===== config.mk =====
export PLATFORM = sky130hd
export DESIGN_NAME = mips_multicycle_ctrl
export DESIGN_NICKNAME = d
export VERILOG_FILES = /design/src/rtl/mips_multicycle_ctrl.sv
export SDC_FILE = /design/constraint.sdc
export NUM_CORES = 1
export LEC_CHECK = 0
export ABC_AREA = 1
export BUFFER_PORTS_ARGS = -buffer_cell sky130_fd_sc_hd__buf_4
export CAP_MARGIN = 20
export CORE_AREA = 2 2 50 52
export CTS_CLUSTER_SIZE = 24
export DETAILED_ROUTE_END_ITERATION = 6
export DIE_AREA = 0 0 52 54
export GPL_TIMING_DRIVEN = 1
export PLACE_DENSITY = 0.71
export SLEW_MARGIN = 20
export SYNTH_ARGS = -nofsm -noshare
export SYNTH_HDL_FRONTEND = slang
export SYNTH_SLANG_ARGS = --single-unit

===== constraint.sdc =====
create_clock -name clk -period 1.9 [get_ports clk]
set_clock_uncertainty 0.15 [all_clocks]
set_input_delay 0.19 -clock clk [delete_from_list [all_inputs] [get_ports clk]]
set_output_delay 0.19 -clock clk [all_outputs]
set_load 0.05 [all_outputs]

===== src/rtl/mips_multicycle_ctrl.sv =====
// Multicycle MIPS sequencer driving a shared-memory datapath (PC, IR, MDR, A/B, ALUOut).
// State is registered; datapath controls are decoded from the current state, plus mem_ready/zero qualifiers.
module mips_multicycle_ctrl #(
    parameter int STATE_W = 4
) (
    input  logic               clk,
    input  logic               reset,
    input  logic [5:0]         op,
    input  logic [5:0]         funct,
    input  logic               zero,
    input  logic               mem_ready,
    output logic               memreq,
    output logic               memwrite,
    output logic               iord,
    output logic               irwrite,
    output logic               pcen,
    output logic [1:0]         pcsrc,
    output logic               regwrite,
    output logic [1:0]         regdst,
    output logic [1:0]         memtoreg,
    output logic [1:0]         alusrca,
    output logic [1:0]         alusrcb,
    output logic               signext,
    output logic               shiftl16,
    output logic [2:0]         alucontrol,
    output logic               illegal,
    output logic [STATE_W-1:0] state
);

    typedef enum logic [3:0] {
        S_FETCH  = 4'd0,
        S_DECODE = 4'd1,
        S_MEMADR = 4'd2,
        S_MEMRD  = 4'd3,
        S_MEMWB  = 4'd4,
        S_MEMWR  = 4'd5,
        S_EXEC   = 4'd6,
        S_ALUWB  = 4'd7,
        S_BRANCH = 4'd8,
        S_IEXEC  = 4'd9,
        S_IWB    = 4'd10,
        S_JUMP   = 4'd11,
        S_JAL    = 4'd12,
        S_HALT   = 4'd13
    } state_t;

    localparam logic [5:0] OP_RTYPE = 6'b000000;
    localparam logic [5:0] OP_LW    = 6'b100011;
    localparam logic [5:0] OP_SW    = 6'b101011;
    localparam logic [5:0] OP_BEQ   = 6'b000100;
    localparam logic [5:0] OP_ADDI  = 6'b001000;
    localparam logic [5:0] OP_ADDIU = 6'b001001;
    localparam logic [5:0] OP_ORI   = 6'b001101;
    localparam logic [5:0] OP_LUI   = 6'b001111;
    localparam logic [5:0] OP_J     = 6'b000010;
    localparam logic [5:0] OP_JAL   = 6'b000011;

    localparam logic [2:0] ALU_AND = 3'b000;
    localparam logic [2:0] ALU_OR  = 3'b001;
    localparam logic [2:0] ALU_ADD = 3'b010;
    localparam logic [2:0] ALU_SUB = 3'b110;
    localparam logic [2:0] ALU_SLT = 3'b111;

    state_t state_q;

    function automatic logic funct_legal(input logic [5:0] f);
        case (f)
            6'b000000, 6'b100000, 6'b100001, 6'b100010,
            6'b100011, 6'b100100, 6'b100101, 6'b101010: funct_legal = 1'b1;
            default:                                    funct_legal = 1'b0;
        endcase
    endfunction

    // NOTE: state registers use non-blocking assignments so every flop samples pre-edge values.
    always_ff @(posedge clk or negedge reset) begin
        if (!reset) begin
            state_q <= S_FETCH;
        end else begin
            case (state_q)
                S_FETCH:  if (mem_ready) state_q <= S_DECODE;
                S_DECODE: begin
                    case (op)
                        OP_RTYPE:                         state_q <= funct_legal(funct) ? S_EXEC : S_HALT;
                        OP_LW, OP_SW:                     state_q <= S_MEMADR;
                        OP_BEQ:                           state_q <= S_BRANCH;
                        OP_ADDI, OP_ADDIU, OP_ORI, OP_LUI: state_q <= S_IEXEC;
                        OP_J:                             state_q <= S_JUMP;
                        OP_JAL:                           state_q <= S_JAL;
                        default:                          state_q <= S_HALT;
                    endcase
                end
                S_MEMADR: state_q <= (op == OP_LW) ? S_MEMRD : S_MEMWR;
                S_MEMRD:  if (mem_ready) state_q <= S_MEMWB;
                S_MEMWR:  if (mem_ready) state_q <= S_FETCH;
                S_EXEC:   state_q <= S_ALUWB;
                S_IEXEC:  state_q <= S_IWB;
                S_HALT:   state_q <= S_HALT;
                // MEMWB, ALUWB, BRANCH, IWB, JUMP, JAL all complete in one cycle
                default:  state_q <= S_FETCH;
            endcase
        end
    end

    // NOTE: every output gets a default before the case so no path leaves one unassigned (no latches).
    always_comb begin
        memreq     = 1'b0;
        memwrite   = 1'b0;
        iord       = 1'b0;
        irwrite    = 1'b0;
        pcen       = 1'b0;
        pcsrc      = 2'b00;
        regwrite   = 1'b0;
        regdst     = 2'b00;
        memtoreg   = 2'b00;
        alusrca    = 2'b00;
        alusrcb    = 2'b00;
        signext    = 1'b0;
        shiftl16   = 1'b0;
        alucontrol = ALU_AND;
        illegal    = 1'b0;

        case (state_q)
            S_FETCH: begin
                memreq     = 1'b1;
                alusrcb    = 2'b01;
                alucontrol = ALU_ADD;
                irwrite    = mem_ready;
                pcen       = mem_ready;
            end
            S_DECODE: begin
                alusrcb    = 2'b11;
                signext    = 1'b1;
                alucontrol = ALU_ADD;
            end
            S_MEMADR: begin
                alusrca    = 2'b01;
                alusrcb    = 2'b10;
                signext    = 1'b1;
                alucontrol = ALU_ADD;
            end
            S_MEMRD: begin
                memreq = 1'b1;
                iord   = 1'b1;
            end
            S_MEMWB: begin
                regwrite = 1'b1;
                memtoreg = 2'b01;
            end
            S_MEMWR: begin
                memreq   = 1'b1;
                memwrite = 1'b1;
                iord     = 1'b1;
            end
            S_EXEC: begin
                alusrca = 2'b01;
                casez (funct)
                    6'b000000: alucontrol = ALU_OR;
                    6'b10000?: alucontrol = ALU_ADD;
                    6'b10001?: alucontrol = ALU_SUB;
                    6'b100100: alucontrol = ALU_AND;
                    6'b100101: alucontrol = ALU_OR;
                    6'b101010: alucontrol = ALU_SLT;
                    default:   alucontrol = ALU_ADD;
                endcase
            end
            S_ALUWB: begin
                regwrite = 1'b1;
                regdst   = 2'b01;
            end
            S_BRANCH: begin
                alusrca    = 2'b01;
                alucontrol = ALU_SUB;
                pcsrc      = 2'b01;
                pcen       = zero;
            end
            S_IEXEC: begin
                alusrcb = 2'b10;
                case (op)
                    OP_ORI: begin
                        alusrca    = 2'b01;
                        alucontrol = ALU_OR;
                    end
                    OP_LUI: begin
                        alusrca    = 2'b10;
                        shiftl16   = 1'b1;
                        alucontrol = ALU_ADD;
                    end
                    default: begin
                        alusrca    = 2'b01;
                        signext    = 1'b1;
                        alucontrol = ALU_ADD;
                    end
                endcase
            end
            S_IWB: regwrite = 1'b1;
            S_JUMP: begin
                pcsrc = 2'b10;
                pcen  = 1'b1;
            end
            // PC already holds PC+4, so $31 gets the return address on the same edge the PC jumps
            S_JAL: begin
                regwrite = 1'b1;
                regdst   = 2'b10;
                memtoreg = 2'b10;
                pcsrc    = 2'b10;
                pcen     = 1'b1;
            end
            S_HALT:  illegal = 1'b1;
            default: ;
        endcase

        // Reset blocks every side-effecting strobe at once, independent of the clock.
        if (!reset) begin
            memreq   = 1'b0;
            memwrite = 1'b0;
            irwrite  = 1'b0;
            pcen     = 1'b0;
            regwrite = 1'b0;
            illegal  = 1'b0;
        end
    end

    assign state = STATE_W'(state_q);

endmodule


# --- After elaboration in Yosys (flattened, before gate mapping) ---
# Cells that the tools add are included.
totals:
  wordCells: 87
  out_inout_bits: 26
  regBits: 4
  in_bits: 16
op_classes:
  muxes: 36
  eq_ne: 33
  n_reduce_logical: 17
ops:
  columns: ["operator", "count"]
  rows:
  - ["6-bit equality test, second input constant", 9]
  - ["4-bit case mux with 8 select lines", 1]
  - ["4-bit equality test, second input constant", 6]
  - ["6-bit by 4-bit equality test with 1-bit output, second input constant", 4]
  - ["3-bit case mux with 4 select lines", 2]
  - ["4-bit case mux with 6 select lines", 1]
  - ["1-bit two-way mux", 18]
  - ["4-bit by 3-bit equality test with 1-bit output, second input constant", 4]
  - ["4-bit two-way mux", 4]
  - ["2-bit case mux with 2 select lines", 4]
  - ["2-bit OR reduction", 7]
  - ["6-bit by 2-bit equality test with 1-bit output, second input constant", 2]
  - ["6-bit logical NOT", 2]
  - ["3-bit OR reduction", 3]
  - ["4-bit by 2-bit equality test with 1-bit output, second input constant", 2]
  - ["4-bit OR reduction", 2]
  - ["8-bit OR reduction", 1]
  - ["6-bit by 3-bit equality test with 1-bit output, second input constant", 1]
  - ["2-bit inequality test, second input constant", 3]
  - ["2-bit case mux with 3 select lines", 1]
  - ["5-bit equality test, second input constant", 1]
  - ["4-bit by 1-bit equality test with 1-bit output, second input constant", 1]
  - ["4-bit logical NOT", 1]
  - ["2-bit two-way mux", 2]
  - ["other kinds (4)", 4]

# --- Longest topological paths before layout ---
depth:
  depth_word: 8
  depth_mapped: 12
  depth_no_buf: 12

# --- Worst setup path after synthesis ---
# Ideal clock, no wire load.
synth_timing:
  kind: "reg2out"
  startpoint: "reg state_q[3] (netlist: state[3])"
  endpoint: "out pcen"
  n_path_buf: 0
  t_arrival_ps: 2949
  setup_slack_ps: -1389
  stages_incl_launch_ff: 5
  required_ps: 1560
  cell_sequence: "dfrtp_1 nand2_1 o21ai_0 a21oi_1 a21oi_1"
synth_via:
  elab_chain_len: 4
  elab_cells_between_ends: 7
  classes_between: "eq/ne (3); mux (2); reduce/logical (2)"
synth_lines:
  columns: ["item", "line", "source"]
  rows:
  - ["start, declared", "64", "state_t state_q;"]
  - ["start signal, assigned", "83", "OP_RTYPE: state_q <= funct_legal(funct) ? S_EXEC : S_HALT;"]
  - ["start signal, assigned", "92", "S_MEMADR: state_q <= (op == OP_LW) ? S_MEMRD : S_MEMWR;"]
  - ["4-bit equality test", "122", "case (state_q)"]
  - ["2-bit OR reduction (no line)", null, null]
  - ["1-bit case mux with 3 select lines *", "122", null]
  - ["1-bit two-way mux *", "213", "if (!reset) begin"]
  - ["end, declared", "16", "output logic pcen,"]
# Mark *: on every way between the ends. The rest lies on a longest branch, timed or not.

# --- Worst setup path after layout ---
layout_timing:
  startpoint: "reg state_q[3] (netlist: state[3])"
  endpoint: "out alusrca[0]"
layout_via:
  elab_chain_len: 3
  elab_cells_between_ends: 6
  classes_between: "eq/ne (4); mux (1); reduce/logical (1)"
layout_lines:
  columns: ["item", "line", "source"]
  rows:
  - ["4-bit by 3-bit equality test with 1-bit output (tied with other cells)", "122", null]
  - ["3-bit OR reduction (no line)", null, null]
  - ["2-bit case mux with 2 select lines *", "122", null]
  - ["end, declared", "21", "output logic [1:0] alusrca,"]
# Marks and branches as above.

==> impl_metrics.yaml <==
power_and_ir_drop:
  p_per_area_mw_per_mm2: 1797
  p_leak_uw: 0.0007516
  total_power_uw: 2592
  vdd_ir_drop_max_mv: 1.230
final_layout:
  nets: 223
  syn_to_final_growth_pct: 94.43
  fillCellCount: 210
  stdcell_area_mm2: 0.001443
  antenna_cells: 0
  layout-drive-gt1-share: 0.5073
  final_util: 0.6219
  largest_reg_flops: 4
synthesis:
  ys.flop_type: "dfrtp_1"
  synth_fa_ha_area_frac: 0
  yosys-top-cells-count: "nand2_1 (43), nor2_1 (30), inv_1 (27), nand3_1 (16)"
  syn_area_per_cell_um2: 4.881
  synth.largest_area_cell: "nand2_1"
  synth_top_family_by_area: "simple AND/OR/NAND/NOR gates"
  syn_inst: 152
  syn_area_um2: 742.0
  yosysSeqAreaShare: 0.1349
  synth_top_area_frac: 0.2175
  synth_seq_cells: 4
  synth_edf_count: 0
  syn_nets: 168
  synth_xor_area_frac: 0
  synth_compound_area_frac: 0.1265
  yosys_warnings: 0
  ys_types: 20
  synthTopCellsByArea: "nand2_1 (22%), nor2_1 (15%), inv_1 (14%), dfrtp_1 (13%), nand3_1 (11%)"
  muxShareOfSynthArea: 0
  synthSimpleGateAreaFrac: 0.5700
  yosysMostFrequentCell: "nand2_1"
  synthArstFlopShare: 1.000
cts:
  clk_pin_slew_worst_paths_ns: 0.04
  cts_buffers: 3
  cts-htree-levels: 1
  insertion_delay_ns: 0.25
  cts.sinks: 4
  cts_buffer_depth: 2
  cts_root_buf: "clkbuf_4"
  cts_tree: "done"
placed_design:
  routabilityCongestion: 0.8864
  place_area_mm2: 0.001237
  io_buffers: 41
  dp_hpwl_um: 1991
  dpl_worst_slack_ns: 0.1075
hold_path:
  hp-start: "mem_ready"
  hold-path-cell-count: 4
  min_to: "state[2]"
  hold_class: "in2reg"
timing:
  rsz0062_at_grt: "yes"
  slew_headroom: 0.7885
  fmax_ghz: 0.5201
  finalMaxSlewViolations: 0
  layout_setup_ws_ns: -0.02272
  fin_crit_sh: 1.012
  fin_crit_ns: 1.923
  hold_viol: 0
  worstMarginPinSlew_ns: 0.3170
  setup_viol: 2
  fin_hold_ws_ns: 0.1497
global_route:
  antenna_found_initial: 0
  overflow: 0
  grt_util_all_layers: 0.1975
  grt_first_pass_wirelength_um: 4215
  grt_pass1_vias: 1008
  grt_start_max_net_pins: 7
detailed_routing:
  num_vias: 1123
  routed_wl_um: 2634
  drt-initial-drc-count: 34
  vias_per_cell: 4.779
  ant_nets: 0
  avgRoutedWirePerCell_um: 11.21
  drcViolationCount: 0
  firstDrtPassIters: 4
critical_path:
  critPathLaunchType: "register"
  crit_arrival_ns: 1.58
  cp-end-kind: "primary output"
  ff2ff_setup_slack_ns: 0.24
  crit_required_ns: 1.56
  critPathMaxFanout: 4
  reg2reg_from: "state[3]"
  r2r-end: "state[2]"
  r2r_cells: 11
  worst-setup-path-type: "reg2out"
floorplan:
  dieArea_mm2: 0.002808
  core_mm2: 0.002320
  die_x_um: 52
  fp.dieH_um: 54
  ios: 42
  num_rows: 18
  start_util: 0.3198
job:
  max-cap-violations: 0
outcome:
  status: "finished, violations left"
  violations: "setup timing"
-- critical path, stage by stage, from the launching register on --
cell and delay [ns]:
dfrtp_2 0.46, buf_6 0.14, nor2_4 0.15, inv_4 0.07
nor2_4 0.13, inv_2 0.07, nand4_1 0.13, buf_6 0.17
-- metrics by stage --
stage               cells  setup TNS, ns
CTS                   233              0
floorplan             152        -0.3634
detailed placement    224              0
global placement      224              0
finish                235       -0.03939
global route          235        -0.3271
-- timing repair --
action / 4_1_cts / 5_1_grt
cloned: 0 / 0
hold buffers: 1 / 0
resized for setup: 22 / 11
setup buffers: 5 / 2
hold endpoints to repair: 4 / 0
pin swaps: 3 / 7
endpoints found under the setup margin: 4 / 9
-- cells by family after synthesis --
kind of cell | Yosys count
DFF | 4
and+or+nand+nor | 100
AOI/OAI and AO/OA | 16
buffers and inverters | 32
-- layout make-up --
cell class	count	area (um^2)	area share
Multi-Input combinational cell	116	705.7	0.4892
Timing Repair Buffer	51	439.2	0.3044
Inverter	31	132.6	0.09193
Sequential cell	4	105.1	0.07285
Tap cell	30	37.54	0.02602
Clock buffer	3	22.52	0.01561
-- worst max path at each step --
stage,start,endpoint,slack [ns],depth (start not counted)
6_report,state[3],alusrca[0],-0.02,7
3_5_place_dp,state[3],memreq,0.11,9
4_1_cts,state[2],memreq,0.0006,9
2_1_floorplan,state[1],alusrca[0],-0.10,5
3_3_place_gp,state[3],memreq,0.18,9
5_1_grt,state[3],alusrca[0],-0.08,7
-- power breakdown --
part           switching (uW)  leakage [uW]  internal [uW]
sequential               89.2     0.0000460            134
clock                    39.4     0.0000138           70.9
combinational            1470      0.000692            787
total                    1600      0.000752            992
-- routing by layer --
metal	wire, um	up-vias	share of wire	GRT usage
li1	-	578	-	-
met1	1060	502	0.40	0.2196
met2	1445	39	0.55	0.4030
met3	113	4	0.043	0.01667
met4	14	0	0.0053	0.03947
met5	0	-	0	0
-- placed cells by master, fill, tap and decap left out, types with 5 or more instances in the layout --
master,count
buf_4,40
buf_6,7
inv_1,20
inv_2,5
nand2_1,36
nand2_2,5
nand3_1,14
nor2_1,18
nor2_2,7
nor2_4,9
(Power assumes the default switching activity.)
